$ cat src/rtl/tcp_active_conn_manager.sv
// Client-side TCP connection sequencer: active open, sequence tracking, and active close through TIME_WAIT.
// Build option TCP_ISN_CLOCK_EN: when defined, the ISN comes from a free-running counter instead of the ISN parameter.
//
// state          | meaning
// IDLE (0)       | no connection, waiting for connect_req
// SYN_SENT (2)   | SYN sent, waiting for SYN+ACK, retransmit on timeout
// ESTABLISHED (3)| data phase, tracking local seq/ack
// FIN_WAIT_1 (4) | our FIN sent, waiting for its ACK and/or the peer FIN
// FIN_WAIT_2 (5) | our FIN acked, waiting for the peer FIN
// TIME_WAIT (8)  | dwell before returning to IDLE, re-ack retransmitted peer FIN
module tcp_active_conn_manager #(
    parameter logic [31:0] ISN              = 32'h0001_0000,
    parameter logic [31:0] SYN_RETRY_CYCLES = 32'd1_000_000,
    parameter logic [3:0]  MAX_RETRIES      = 4'd3,
    parameter logic [31:0] TIME_WAIT_CYCLES = 32'd2_000_000
) (
    input  logic        aclk,
    input  logic        aresetn,
    input  logic        connect_req,
    input  logic        close_req,
    input  logic [31:0] dst_ip,
    input  logic [47:0] dst_mac,
    input  logic [15:0] dst_port,
    input  logic        rx_valid,
    input  logic        syn,
    input  logic        ack,
    input  logic        fin,
    input  logic        rst,
    input  logic [31:0] seq_number,
    input  logic [31:0] ack_number,
    input  logic [15:0] data_len,
    input  logic [15:0] tx_data_len,
    input  logic        tx_data_valid,
    output logic [31:0] seq_number_local,
    output logic [31:0] ack_number_local,
    output logic [31:0] tx_ip,
    output logic [47:0] tx_mac,
    output logic [15:0] tx_port,
    output logic        send_syn,
    output logic        send_ack,
    output logic        send_fin,
    output logic [3:0]  tcp_state,
    output logic        established_moment,
    output logic        conn_fail
);

    typedef enum logic [3:0] {
        S_IDLE     = 4'd0,
        S_SYN_SENT = 4'd2,
        S_EST      = 4'd3,
        S_FW1      = 4'd4,
        S_FW2      = 4'd5,
        S_TW       = 4'd8
    } state_t;

    state_t      state_q, state_d;
    logic [31:0] seq_q, seq_d, ack_q, ack_d;   // host byte order
    logic [31:0] timer_q, timer_d;
    logic [3:0]  retry_q, retry_d;
    logic        fin_pend_q, fin_pend_d;
    logic        send_syn_d, send_ack_d, send_fin_d, est_d, fail_d;
    logic [31:0] tx_ip_d;
    logic [47:0] tx_mac_d;
    logic [15:0] tx_port_d;
    logic [31:0] isn_start;

    function automatic logic [31:0] bswap(input logic [31:0] x);
        return {x[7:0], x[15:8], x[23:16], x[31:24]};
    endfunction

    logic [31:0] rx_seq_h, rx_ack_h, tx_len32;
    logic        rx_rst, seq_ok, timer_tc, retry_max;
    logic        synack_ok, fin_ok, ack_ok, fin_rtx;

    assign rx_seq_h  = bswap(seq_number);
    assign rx_ack_h  = bswap(ack_number);
    assign tx_len32  = tx_data_valid ? {16'd0, tx_data_len} : 32'd0;
    assign rx_rst    = rx_valid && rst;
    assign seq_ok    = (rx_seq_h == ack_q);
    assign timer_tc  = (timer_q == 32'd0);
    assign retry_max = (retry_q == MAX_RETRIES);
    assign synack_ok = rx_valid && syn && ack && (rx_ack_h == seq_q + 32'd1);
    assign fin_ok    = rx_valid && fin && seq_ok;
    assign ack_ok    = rx_valid && ack && (rx_ack_h == seq_q);
    assign fin_rtx   = rx_valid && fin && (rx_seq_h == ack_q - 32'd1);

`ifdef TCP_ISN_CLOCK_EN
    logic [31:0] isn_ctr;
    always_ff @(posedge aclk) begin
        if (!aresetn) isn_ctr <= ISN;
        else          isn_ctr <= isn_ctr + 32'd1;
    end
    assign isn_start = isn_ctr;
`else
    assign isn_start = ISN;
`endif

    always_ff @(posedge aclk) begin
        if (!aresetn) begin
            state_q            <= S_IDLE;
            seq_q              <= 32'd0;
            ack_q              <= 32'd0;
            timer_q            <= 32'd0;
            retry_q            <= 4'd0;
            fin_pend_q         <= 1'b0;
            tx_ip              <= 32'd0;
            tx_mac             <= 48'd0;
            tx_port            <= 16'd0;
            send_syn           <= 1'b0;
            send_ack           <= 1'b0;
            send_fin           <= 1'b0;
            established_moment <= 1'b0;
            conn_fail          <= 1'b0;
        end else begin
            state_q            <= state_d;
            seq_q              <= seq_d;
            ack_q              <= ack_d;
            timer_q            <= timer_d;
            retry_q            <= retry_d;
            fin_pend_q         <= fin_pend_d;
            tx_ip              <= tx_ip_d;
            tx_mac             <= tx_mac_d;
            tx_port            <= tx_port_d;
            send_syn           <= send_syn_d;
            send_ack           <= send_ack_d;
            send_fin           <= send_fin_d;
            established_moment <= est_d;
            conn_fail          <= fail_d;
        end
    end

    always_comb begin
        state_d = state_q;
        if (state_q != S_IDLE && rx_rst) begin
            state_d = S_IDLE;
        end else begin
            case (state_q)
                S_IDLE:     if (connect_req) state_d = S_SYN_SENT;
                S_SYN_SENT: begin
                    if (synack_ok)                   state_d = S_EST;
                    else if (timer_tc && retry_max)  state_d = S_IDLE;
                end
                S_EST: begin
                    if (fin_ok)         state_d = S_TW;
                    else if (close_req) state_d = S_FW1;
                end
                S_FW1: begin
                    if (fin_ok)                      state_d = S_TW;
                    else if (ack_ok)                 state_d = S_FW2;
                    else if (timer_tc && retry_max)  state_d = S_IDLE;
                end
                S_FW2:      if (fin_ok) state_d = S_TW;
                S_TW:       if (timer_tc && !fin_rtx) state_d = S_IDLE;
                default:    state_d = S_IDLE;
            endcase
        end
    end

    always_comb begin
        seq_d      = seq_q;
        ack_d      = ack_q;
        timer_d    = timer_tc ? 32'd0 : timer_q - 32'd1;
        retry_d    = retry_q;
        fin_pend_d = 1'b0;
        tx_ip_d    = tx_ip;
        tx_mac_d   = tx_mac;
        tx_port_d  = tx_port;
        send_syn_d = 1'b0;
        send_ack_d = 1'b0;
        send_fin_d = 1'b0;
        est_d      = 1'b0;
        fail_d     = 1'b0;
        if (state_q != S_IDLE && rx_rst) begin
            fail_d = 1'b1;
        end else begin
            case (state_q)
                S_IDLE: if (connect_req) begin
                    tx_ip_d    = dst_ip;
                    tx_mac_d   = dst_mac;
                    tx_port_d  = dst_port;
                    seq_d      = isn_start;
                    ack_d      = 32'd0;
                    send_syn_d = 1'b1;
                    retry_d    = 4'd0;
                    timer_d    = SYN_RETRY_CYCLES - 32'd1;
                end
                S_SYN_SENT: begin
                    if (synack_ok) begin
                        seq_d      = seq_q + 32'd1;
                        ack_d      = rx_seq_h + 32'd1;
                        send_ack_d = 1'b1;
                        est_d      = 1'b1;
                    end else if (timer_tc) begin
                        if (retry_max) begin
                            fail_d = 1'b1;
                        end else begin
                            send_syn_d = 1'b1;
                            retry_d    = retry_q + 4'd1;
                            timer_d    = SYN_RETRY_CYCLES - 32'd1;
                        end
                    end
                end
                S_EST: begin
                    seq_d = seq_q + tx_len32;
                    if (fin_ok) begin
                        // ACK the peer FIN now, our own FIN goes out next cycle
                        ack_d      = ack_q + 32'd1;
                        send_ack_d = 1'b1;
                        fin_pend_d = 1'b1;
                        timer_d    = TIME_WAIT_CYCLES - 32'd1;
                    end else if (close_req) begin
                        seq_d      = seq_q + tx_len32 + 32'd1;
                        send_fin_d = 1'b1;
                        retry_d    = 4'd0;
                        timer_d    = SYN_RETRY_CYCLES - 32'd1;
                    end else if (rx_valid) begin
                        if (!seq_ok) begin
                            send_ack_d = 1'b1;
                        end else if (ack) begin
                            ack_d      = ack_q + {16'd0, data_len};
                            send_ack_d = (data_len != 16'd0);
                        end
                    end
                end
                S_FW1: begin
                    if (fin_ok) begin
                        ack_d      = ack_q + 32'd1;
                        send_ack_d = 1'b1;
                        timer_d    = TIME_WAIT_CYCLES - 32'd1;
                    end else if (!ack_ok && timer_tc) begin
                        if (retry_max) begin
                            fail_d = 1'b1;
                        end else begin
                            send_fin_d = 1'b1;
                            retry_d    = retry_q + 4'd1;
                            timer_d    = SYN_RETRY_CYCLES - 32'd1;
                        end
                    end
                end
                S_FW2: if (fin_ok) begin
                    ack_d      = ack_q + 32'd1;
                    send_ack_d = 1'b1;
                    timer_d    = TIME_WAIT_CYCLES - 32'd1;
                end
                S_TW: begin
                    if (fin_pend_q) begin
                        seq_d      = seq_q + 32'd1;
                        send_fin_d = 1'b1;
                    end else if (fin_rtx) begin
                        send_ack_d = 1'b1;
                        timer_d    = TIME_WAIT_CYCLES - 32'd1;
                    end
                end
                default: ;
            endcase
        end
    end

    assign tcp_state        = state_q;
    assign seq_number_local = bswap(seq_q);
    assign ack_number_local = bswap(ack_q);

endmodule

$ cat config.mk
export PLATFORM = sky130hd
export DESIGN_NAME = tcp_active_conn_manager
export DESIGN_NICKNAME = d
export VERILOG_FILES = /design/src/rtl/tcp_active_conn_manager.sv
export SDC_FILE = /design/constraint.sdc
export NUM_CORES = 1
export LEC_CHECK = 0
export ABC_AREA = 1
export CELL_PAD_IN_SITES_DETAIL_PLACEMENT = 1
export CELL_PAD_IN_SITES_GLOBAL_PLACEMENT = 1
export CORE_MARGIN = 2
export CORE_UTILIZATION = 39
export CTS_BUF_LIST = sky130_fd_sc_hd__clkbuf_8
export CTS_CLUSTER_DIAMETER = 80
export DETAILED_ROUTE_END_ITERATION = 16
export GPL_ROUTABILITY_DRIVEN = 0
export PLACE_DENSITY = 0.94
export SLEW_MARGIN = 10
export SYNTH_ARGS = -nofsm -noshare
export SYNTH_HDL_FRONTEND = slang
export SYNTH_SLANG_ARGS = --single-unit
$ cat constraint.sdc
create_clock -name aclk -period 7.5 [get_ports aclk]
set_input_delay 0.75 -clock aclk [delete_from_list [all_inputs] [get_ports aclk]]
set_output_delay 0.75 -clock aclk [all_outputs]
set_load 0.05 [all_outputs]
After elaboration in Yosys (flattened, before gate mapping)
Index checks and enable logic that the tools add are counted.

cells by class
  add/subtract/negate cells = 9
  eq/ne operators = 27
  muxes and demuxes = 77
  bitwise logic cells = 4
  reduce and logical (&&, ||, !) cells = 31

operator list
  kind                                                                    number
  32-bit 2-to-1 mux                                                       26
  32-bit one-hot mux with 4 select lines                                  2
  32-bit one-hot mux with 6 select lines                                  1
  32-bit by 1-bit adder with 32-bit output (second input constant)        4
  32-bit equality test                                                    4
  4-bit 2-to-1 mux                                                        17
  32-bit by 16-bit adder with 32-bit output                               2
  32-bit by 1-bit subtractor with 32-bit output (second input constant)   2
  32-bit zero test                                                        1
  1-bit 2-to-1 mux                                                        24
  4-bit one-hot mux with 6 select lines                                   1
  2-bit inequality test (second input constant)                           11
  9-bit AND reduction                                                     2
  16-bit 2-to-1 mux                                                       1
  4-bit one-hot mux with 4 select lines                                   1
  16-bit nonzero test                                                     1
  4-bit nonzero test                                                      4
  3-bit inequality test (second input constant)                           5
  1-bit logical AND                                                       13
  4-bit by 2-bit equality test with 1-bit output (second input constant)  3
  4-bit by 3-bit equality test with 1-bit output (second input constant)  2
  3-bit OR reduction                                                      2
  5-bit AND reduction                                                     1
  4-bit by 1-bit adder with 4-bit output (second input constant)          1
  other kinds (11)                                                        17

word-level totals
  flip-flop bits (word level) = 206
  bits of input ports = 202
  output and inout port bits = 169
  logic and storage cells = 162

Longest topological paths before layout
  depth after elaboration = 8
  depth in mapped cells = 27
  depth with buffers taken out = 25

Worst setup path after synthesis
Ideal clock, no wire load.

  path kind = input port to flip-flop
  start = input port tx_data_valid
  end = register seq_q[21]
  setup time = 112 ps
  arrival = 3674 ps
  required time = 7388 ps
  slack = 3714 ps
  stages on the path = 22
  path through = clkbuf_1 -> clkbuf_1 -> nand2_1 -> inv_1 -> ha_1 -> inv_1 -> fa_1 -> inv_1 -> nand3_1 -> nand2_1 -> xor2_1 -> inv_1 -> nor3_1 -> nand3_1 -> nor2_1 -> nand2_1 -> nor2_1 -> nand3_1 -> nand3_1 -> o21ai_0 -> nor2_1 -> nor2_1

between the ends
  cells in the longest elaborated chain, start to end = 6

ends and longest elaborated chain
  what                                         line      source
  from (decl)                                  33        input logic tx_data_valid,
  16-bit 2-to-1 mux *                          77        assign tx_len32 = tx_data_valid ? {16'd0, tx_data_len} : 32'd0;
  32-bit by 16-bit adder with 32-bit output *  204, 212
  32-bit by 1-bit adder with 32-bit output     212       seq_d = seq_q + tx_len32 + 32'd1;
  32-bit 2-to-1 mux                            211       end else if (close_req) begin
  32-bit 2-to-1 mux *                          205       if (fin_ok) begin
  32-bit one-hot mux with 4 select lines *     176       case (state_q)
  to (signal assigned)                         116       seq_q <= seq_d;
  to (decl)                                    57        logic [31:0] seq_q, seq_d, ack_q, ack_d;

Mark *: on every way between the ends. The rest lies on a longest branch, timed or not.
A chain may end at the register's enable or synchronous reset.

Worst setup path after layout
  start = register seq_q[0]
  end = register ack_q[18]

between the ends
  cells in the longest elaborated chain, start to end = 5

ends and longest elaborated chain
  what                                      line  source
  32-bit by 1-bit adder with 32-bit output  82    assign synack_ok = rx_valid && syn && ack && (rx_ack_h == seq_q + 32'd1);
  32-bit equality test                      82
  1-bit logical AND                         82
  2-bit inequality test (no source line)    --
  9-bit AND reduction (no source line)      --
  to (signal assigned)                      117   ack_q <= ack_d;
  to (decl)                                 57

Every way passes these cells.

==> flow_metrics.env <==
export IMPL_whs_path_depth=2
export IMPL_holdBufCountCts=0
export IMPL_syn_area_um2=18600
export IMPL_dr_wl_met3_um=6970
export IMPL_cp_max_fo=62
export IMPL_drive_above_1_share=0.0344
export IMPL_die_area_um2=49400
export IMPL_cp_arrival_ns=5.26
export IMPL_place_ws_ns=2.54
export IMPL_synth_top_cell_by_area="dfxtp_1"
export IMPL_relSlewSlack=0.219
export IMPL_area_growth_pct=26.6
export IMPL_crit_path_end_kind="flip-flop"
export IMPL_coreArea_um2=46800
export IMPL_dpl_instance_area_um2=22700
export IMPL_fin_nets=3882
export IMPL_leakagePower_nw=10.6
export IMPL_antenna_found_initial=8
export IMPL_reg2reg_slack_ns=2.70
export IMPL_drtPass1Iterations=6
export IMPL_fin_tns_setup_ns=0
export IMPL_crit_type="reg -> reg"
export IMPL_synth_mux_area_frac=0
export IMPL_nFillCells=6599
export IMPL_route_met2_wl_um=41600
export IMPL_finClkSkew_ns=0.0236
export IMPL_top_layer="met4"
export IMPL_viasPerCell=5.75
export IMPL_synth_xor_area_frac=0.0665
export IMPL_synth_flop_cell="dfxtp_1"
export IMPL_root_buffer="clkbuf_8"
export IMPL_ys_types=53
export IMPL_hold_viol=0
export IMPL_rsz0062_at_grt="no"
export IMPL_final_max_slew_viol_count=0
export IMPL_synth_cells=3315
export IMPL_grt_pass1_vias=24900
export IMPL_r2r_end="ack_q[18]"
export IMPL_period_needed_ns=4.80
export IMPL_drv_cap=0
export IMPL_synthTopCellsByCount="nand2_1 (909), nor2_1 (671), inv_1 (343), nand3_1 (253), dfxtp_1 (206)"
export IMPL_synth_compound_area_frac=0.130
export IMPL_start_util=0.397
export IMPL_r2r_start="seq_q[0]"
export IMPL_status="complete, no violations"
export IMPL_synth_nets=3558
export IMPL_wl_per_cell_um=21.0
export IMPL_cts_buffer_depth=3
export IMPL_synthAdderAreaFrac=0.0284
export IMPL_tightest_slew_ns=1.16
export IMPL_fin_ws_ns=2.70
export IMPL_fp_dieW_um=222
export IMPL_synth_area_leaders="dfxtp_1 (22%), nand2_1 (18%), nor2_1 (14%), inv_1 (6.9%), nand3_1 (6.8%)"
export IMPL_peakVddDrop_mv=0.145
export IMPL_ys_seq_elements=206
export IMPL_wirelength_um=90100
export IMPL_place_port_buffers=370
export IMPL_cts_resized=0
export IMPL_row_count=79
export IMPL_cts_num_sinks=206
export IMPL_yosysWarnings=0
export IMPL_crit_path_start_kind="flip-flop"
export IMPL_ant_nets=0
export IMPL_cp_required_ns=7.96
export IMPL_setup_violations=0
export IMPL_ff2ff_path_depth=16
export IMPL_grt_max_degree=99
export IMPL_dieHeight_um=222
export IMPL_grt_pass1_wl_um=138000
export IMPL_p_per_area_nw_per_um2=183
export IMPL_clkTransAtPathRegs_ns=0.06
export IMPL_synthArstFlopShare=0
export IMPL_final_cell_area_um2=23500
export IMPL_cts_htree_levels=2
export IMPL_drt_iter0_drc=2148
export IMPL_wirelength_met1_um=35800
export IMPL_remaining_drc_errors=0
export IMPL_post_route_period_util=0.640
export IMPL_num_io_pins=371
export IMPL_hpwlAfterDp_um=68700
export IMPL_synthSimpleGateAreaFrac=0.458
export IMPL_avgSynthCellArea_um2=5.60
export IMPL_cts_buffers=39
export IMPL_min_to="retry_q[1]"
export IMPL_vias=24600
export IMPL_total_power_mw=4.30
export IMPL_synth_top_family_by_area="simple AND/OR/NAND/NOR gates"
export IMPL_max_freq_ghz=0.208
export IMPL_clock_latency_ns=0.59
export IMPL_hold_class="reg -> reg"
export IMPL_synth_seq_area_share=0.222
export IMPL_synth_edff_count=0
export IMPL_gr_total_overflow=0
export IMPL_cts_tree="built"
export IMPL_synth_top_area_frac=0.222
export IMPL_track_usage=0.350
export IMPL_hold_path_startpoint="retry_q[1]"
export IMPL_yosysMostFrequentCell="nand2_1"
export IMPL_cts_setup_buffers=0
==> worst max path at each step <==
| stage | start | to | slack, ns | cells past startpoint |
|---|---|---|---|---|
| finish | seq_q[0] | ack_q[18] | 2.70 | 16 |
| global route | seq_q[0] | ack_q[16] | 2.36 | 18 |
| CTS | seq_q[0] | ack_q[6] | 2.80 | 16 |
| detailed placement | seq_number[13] | ack_q[6] | 2.54 | 14 |
| global placement | seq_number[13] | ack_q[29] | 2.77 | 14 |
| floorplan | tx_data_valid | seq_q[21] | 3.71 | 22 |
==> cells by family after synthesis <==
family          count (synthesis)
compound gates                432
xor+xnor                      141
fa+ha+maj                      41
buf+inv                       460
flops                         206
simple gates                 2035
==> worst max-delay path: stages (launching register included) <==
cell and delay, ns:
dfxtp_1 0.69, ha_1 0.48, nand2_1 0.17, nor2_4 0.24
nand2_1 0.16, nor2_1 0.38, nand2_1 0.14, nand3_1 0.16
nand2_1 0.08, nor2_1 0.09, nand3_1 0.08, nor2_1 0.25
nand4_4 0.28, nand2_4 0.35, nand3_4 0.63, nor3_1 0.37
nor2_1 0.06
==> through the flow <==
stage          hold slack, ns  cells  utilization
4_1_cts                 0.497   4268        0.502
3_3_place_gp            0.477   4205        0.486
5_1_grt                 0.519   4275        0.503
3_5_place_dp            0.487   4205        0.486
2_1_floorplan           0.458   3315            -
6_report                0.495   4280        0.503
==> layout make-up <==
cell class / instances / area [um2] / share of cell area
Sequential cell: 206 / 4120 / 0.175
Timing Repair Buffer: 384 / 3810 / 0.162
Tap cell: 607 / 759 / 0.0323
Clock buffer: 47 / 647 / 0.0275
Antenna cell: 12 / 30.0 / 0.00128
Clock inverter: 16 / 106 / 0.00452
Inverter: 359 / 1350 / 0.0573
Multi-Input combinational cell: 2649 / 12700 / 0.540
==> metal layers <==
layer / global-route usage / vias up
li1: - / 11300
met1: 0.420 / 11800
met2: 0.586 / 1119
met3: 0.0586 / 323
met4: 0.211 / 0
met5: 0 / -
==> flip-flops by register name (all words and copies together), names as in the netlist <==
register / count
established_moment: 1
tx_mac: 48
tx_ip: 32
fin_pend_q: 1
send_ack: 1
tcp_state: 4
retry_q: 4
send_fin: 1
ack_q: 32
conn_fail: 1
timer_q: 32
send_syn: 1
tx_port: 16
seq_q: 32
==> cells in the final DEF (no fill, tap or decap), types with 21 or more instances in the layout <==
cell type,Yosys,routed
clkdlybuf4s50_1,0,369
nor3_1,57,57
nand2_1,909,909
xor2_1,75,75
nor2_1,671,669
o21ai_0,201,201
o22ai_1,21,21
nand4_1,72,72
a21oi_1,114,114
inv_1,343,352
ha_1,39,39
clkbuf_8,0,47
xnor2_1,66,66
nand3_1,253,253
dfxtp_1,206,206
==> power by group <==
group | internal [mW] | leakage [nW] | switching (mW)
Sequential | 1.20 | 1.70 | 0.153
Clock | 0.602 | 0.428 | 0.553
Combinational | 0.589 | 8.45 | 1.20
Total | 2.39 | 10.6 | 1.91
No activity file was read; power rests on OpenSTA's default activity.
